--- config.mk ---
export PLATFORM = sky130hd
export DESIGN_NAME = bram_port_arbiter
export DESIGN_NICKNAME = d
export VERILOG_FILES = /design/src/rtl/bram_port_arbiter.sv
export SDC_FILE = /design/constraint.sdc
export NUM_CORES = 1
export LEC_CHECK = 0
export ABC_AREA = 1
export CAP_MARGIN = 30
export CORE_MARGIN = 4
export CORE_UTILIZATION = 30
export DETAILED_ROUTE_END_ITERATION = 16
export GPL_ROUTABILITY_DRIVEN = 0
export HOLD_SLACK_MARGIN = 0.05
export MAX_ROUTING_LAYER = met4
export PLACE_DENSITY = 0.72
export SYNTH_ARGS = -nofsm -noshare
export SYNTH_HDL_FRONTEND = slang
export SYNTH_SLANG_ARGS = --single-unit
export TNS_END_PERCENT = 5
--- constraint.sdc ---
create_clock -name clk -period 1.8 [get_ports clk]
set_input_delay 0.18 -clock clk [delete_from_list [all_inputs] [get_ports clk]]
set_output_delay 0.18 -clock clk [all_outputs]
set_load 0.05 [all_outputs]
--- src/rtl/bram_port_arbiter.sv ---
// N-channel request/grant arbiter sharing one synchronous BRAM port, with per-channel read-return strobes.
// Round-robin by default; define ARB_FIXED_PRIO_EN for fixed priority (lowest requesting index wins).
module bram_port_arbiter #(
   parameter int N_CH   = 2,
   parameter int DATA_W = 16,
   parameter int ADDR_W = 9,
   parameter int RD_LAT = 1
) (
   input  logic                   clk,
   input  logic                   rst_n,
   input  logic [N_CH-1:0]        req,
   input  logic [N_CH-1:0]        we,
   input  logic [N_CH*ADDR_W-1:0] addr,
   input  logic [N_CH*DATA_W-1:0] wdata,
   output logic [N_CH-1:0]        gnt,
   output logic [N_CH-1:0]        rvalid,
   output logic [DATA_W-1:0]      rdata,
   output logic                   mem_en,
   output logic                   mem_we,
   output logic [ADDR_W-1:0]      mem_addr,
   output logic [DATA_W-1:0]      mem_din,
   input  logic [DATA_W-1:0]      mem_dout
);
   localparam int IDX_W = (N_CH > 1) ? $clog2(N_CH) : 1;

   logic              win_valid;
   logic [IDX_W-1:0]  win_idx;
   logic              sel_we;
   logic [ADDR_W-1:0] sel_addr;
   logic [DATA_W-1:0] sel_wdata;
   logic              accept;

`ifdef ARB_FIXED_PRIO_EN
   always_comb begin
      // NOTE: every signal driven here gets a default first, so no latch is inferred.
      win_valid = 1'b0;
      win_idx   = '0;
      for (int i = N_CH - 1; i >= 0; i--) begin
         if (req[i]) begin
            win_valid = 1'b1;
            win_idx   = IDX_W'(i);
         end
      end
   end
`else
   logic [IDX_W-1:0] last;

   // Scan from lowest to highest priority; the final hit (nearest last+1) wins.
   always_comb begin
      win_valid = 1'b0;
      win_idx   = '0;
      for (int k = N_CH; k >= 1; k--) begin
         for (int i = 0; i < N_CH; i++) begin
            if (req[i] && (i == (int'(last) + k) % N_CH)) begin
               win_valid = 1'b1;
               win_idx   = IDX_W'(i);
            end
         end
      end
   end

   always_ff @(posedge clk or negedge rst_n) begin
      if (!rst_n) begin
         last <= IDX_W'(N_CH - 1);
      end else if (accept) begin
         last <= win_idx;
      end
   end
`endif

   // Grant is suppressed while in reset so requests held during reset are ignored.
   always_comb begin
      gnt       = '0;
      sel_we    = 1'b0;
      sel_addr  = '0;
      sel_wdata = '0;
      for (int i = 0; i < N_CH; i++) begin
         gnt[i] = rst_n && win_valid && (win_idx == IDX_W'(i));
         if (gnt[i]) begin
            sel_we    = we[i];
            sel_addr  = addr[i*ADDR_W +: ADDR_W];
            sel_wdata = wdata[i*DATA_W +: DATA_W];
         end
      end
   end

   assign accept = |gnt;
   assign rdata  = mem_dout;

   always_ff @(posedge clk or negedge rst_n) begin
      if (!rst_n) begin
         // NOTE: registered state uses non-blocking assignments so every flop samples pre-edge values.
         mem_en   <= 1'b0;
         mem_we   <= 1'b0;
         mem_addr <= '0;
         mem_din  <= '0;
      end else if (accept) begin
         mem_en   <= 1'b1;
         mem_we   <= sel_we;
         mem_addr <= sel_addr;
         mem_din  <= sel_wdata;
      end else begin
         mem_en   <= 1'b0;
         mem_we   <= 1'b0;
      end
   end

   logic             tag_vld [RD_LAT];
   logic [IDX_W-1:0] tag_ch  [RD_LAT];

   always_ff @(posedge clk or negedge rst_n) begin
      if (!rst_n) begin
         // NOTE: this small tag array is reset, unlike a data RAM, because a stale valid bit would fire rvalid.
         for (int s = 0; s < RD_LAT; s++) begin
            tag_vld[s] <= 1'b0;
            tag_ch[s]  <= '0;
         end
         rvalid <= '0;
      end else begin
         tag_vld[0] <= accept && !sel_we;
         tag_ch[0]  <= win_idx;
         for (int s = 1; s < RD_LAT; s++) begin
            tag_vld[s] <= tag_vld[s-1];
            tag_ch[s]  <= tag_ch[s-1];
         end
         for (int i = 0; i < N_CH; i++) begin
            rvalid[i] <= tag_vld[RD_LAT-1] && (tag_ch[RD_LAT-1] == IDX_W'(i));
         end
      end
   end
endmodule

==> impl_metrics.yaml <==
sta:
  holdWs_ns: 0.360
  final-hold-violation-count: 0
  timing.fmax_mhz: 608
  fin_skew_ns: 0.00603
  drv_slew: 0
  post-route-period-util_pct: 91.4
  min_period_ns: 1.64
  worstMarginPinSlew_ns: 0.520
  fin_tns_setup_ns: 0
  max_slew_margin_pct: 65.2
  grt_setup_unrepaired: "no"
  finalSetupViolCount: 0
worst_setup_path:
  reg2reg_slack_ns: 0.48
  cpPeakStageDelay_ns: 0.82
  worst-path-max-fanout: 2
  crit_path_end_kind: "output port"
  reg2regPathDepth: 6
  cpLargestDelayFamily: "buffers and inverters"
  worstSetupPathType: "register to output port"
  slowest_stage: "clkdlybuf4s50_1"
  worstReg2RegStart: "last$_DFFE_PN1P_"
  cp-start-kind: "register"
  setup.worst_path.start: "mem_addr[0]$_DFFE_PN0P_"
  required_ns: 1.62
  crit_arrival_ns: 1.46
  worstPathCellList: "clkdlybuf4s50_1"
  path_buf_inv: 1
  r2r-end: "tag_vld$_DFF_PN0_"
finish:
  seqCellArea_sq_um: 802
  stdcell_count: 322
  fillCellCount: 464
  multiInputGateArea_sq_um: 505
  diodes: 0
  area_delta_synth_final_pct: 63.4
  nets: 326
  drive_above_1_share_pct: 9.02
placement:
  dp.cells: 313
  dpl.hpwl_mm: 3.29
  portBuffers: 86
global_routing:
  grt_max_degree: 34
  first_global_vias: 1443
  grt_pass1_wl_mm: 6.97
  antenna_found_initial: 0
  grtUsageTotal_pct: 14.8
  grt.overflow.total: 0
yosys:
  ys_seq_area_share_pct: 53.2
  netlist_instances: 177
  synth-adder-area-share_pct: 0
  ys_ff_latch: 32
  yosys_warnings: 0
  syn_avg_cell_area_sq_um: 8.53
  ys_types: 14
  synthMuxAreaShare_pct: 0
  synth_area_sq_um: 1510
  synthXorXnorAreaFrac_pct: 0
  synth_compound_area_share_pct: 0.332
  synth_top_family_by_area: "simple AND/OR/NAND/NOR gates"
  synth.net_count: 249
  yosys.area_share.simple_pct: 33.2
route:
  vias: 1444
  route.detailed.drc: 0
  wl_per_cell_um: 13.5
  post_drt_via_cell_ratio: 4.48
  postRouteAntennaNets: 0
  drt_first_pass_iters: 4
  wl_mm: 4.34
  drt-initial-drc-count: 55
power:
  power_density_nw_per_um2: 938
  power_mw: 2.31
  p_int_mw: 1.48
  p_sw_share_pct: 36.0
  leakage_nw: 1.10
  switchingPower_mw: 0.833
  p_seq_share_pct: 37.7
  pwr-share-clk_pct: 24.0
  power_frac_comb_pct: 38.3
  peakVddDrop_mv: 0.446
clocking:
  cts_tree: "yes"
  clk_path_buf_depth: 2
  htreeDepth: 2
  clk_pin_slew_ns: 0.06
  cts_buffers: 5
  insertion_delay_ns: 0.28
  cts_root_buffer: "clkbuf_8"
  clock-sinks: 32
  post-cts-setup-buffer-count: 0
floorplanning:
  die_h_um: 78.9
  core_area_sq_um: 4790
  die_w_um: 78.9
  start_util_pct: 31.5
  top_level_ports: 119
  row_count: 25
  die-area_sq_um: 6230
flow_run:
  cap_violations: 0
min_path:
  hp-class: "primary input to output port"
  worst_hold_startpoint: "mem_dout[15]"
  hold_depth: 0
  holdPathEnd: "rdata[15]"
outcome:
  status: "completed"
[synthesized netlist by cell type, drive strengths merged]
cell	number	area [sq um]
nand2	55	206
nand3	51	255
dfrtp	31	776
buf	26	183
nor2	6	32.5
inv	5	18.8
dfstp	1	26.3
nand4	1	6.26
o21ai	1	5.00
[per-stage QoR]
step                worst slack (ns)  cell area (sq um)  utilization, %
floorplan                     0.0814               1510               -
global placement               0.305               2370            49.4
detailed placement             0.277               2370            49.4
CTS                            0.135               2470            51.5
global route                  0.0691               2470            51.5
finish                         0.155               2470            51.5
[flip-flops by register name (all words and copies together) (netlist names)]
register and cells:
last 1, mem_addr 9, tag_vld 1, mem_din 16
tag_ch 1, rvalid 2, mem_en 1, mem_we 1
[placed cells by master, fill, tap and decap left out]
| cell | instances |
|---|---|
| clkbuf_1 | 2 |
| nand3_1 | 51 |
| nand4_1 | 1 |
| inv_2 | 2 |
| dfstp_2 | 1 |
| o21ai_1 | 1 |
| clkbuf_8 | 6 |
| nor2_1 | 4 |
| inv_1 | 3 |
| buf_12 | 3 |
| clkdlybuf4s50_1 | 83 |
| dlygate4sd3_1 | 1 |
| nor2_4 | 1 |
| nand2_1 | 55 |
| nor2_2 | 1 |
| buf_4 | 8 |
| dfrtp_1 | 31 |
| buf_2 | 1 |
[worst max-delay path by stage]
stage | depth (start not counted) | slack [ns] | endpoint
2_1_floorplan | 5 | 0.08 | gnt[0]
3_3_place_gp | 6 | 0.30 | gnt[0]
3_5_place_dp | 5 | 0.28 | gnt[1]
4_1_cts | 5 | 0.14 | gnt[0]
5_1_grt | 5 | 0.07 | gnt[0]
6_report | 1 | 0.16 | mem_addr[0]
[per-layer routing]
layer  wire, um  share of wire (%)  track usage, %
met1       1840                 42            18.3
met2       2050                 47            22.8
met3        379                8.7            5.22
met4         71                1.6            4.98
met5          0                  0               -
[worst reg2reg max path: cells and delay by family (launching register included)]
family        cells  cell delay (ns)
flops             1             0.53
simple gates      5             0.44
buf+inv           1             0.23
[cells by family (layout without fill, tap and decap cells)]
group / count (synthesis) / after routing
simple gates: 113 / 113
compound gates: 1 / 1
flops: 32 / 32
buf+inv: 31 / 109
[cell type report]
class | instances | area share [%]
repair buffers | 96 | 39.2
flip-flops and latches | 32 | 32.5
multi-input cells | 114 | 20.5
clock buffers | 8 | 3.65
well taps | 67 | 3.40
inverters | 5 | 0.761
[what timing repair did]
action / CTS / global route
gates resized for setup: 0 / 0
endpoints found under the hold margin: 31 / 0
hold buffers: 1 / 0
[power by group through the flow]
stage | registers [mW] | logic, mW | clock network [mW]
6_report | 0.873 | 0.886 | 0.555
5_1_grt | 0.885 | 0.940 | 0.609
4_1_cts | 0.873 | 0.897 | 0.584
3_5_place_dp | 0.883 | 0.894 | 0
3_3_place_gp | 0.883 | 0.884 | 0
2_1_floorplan | 1.21 | 0.262 | 0
No activity file was read; power rests on OpenSTA's default activity.
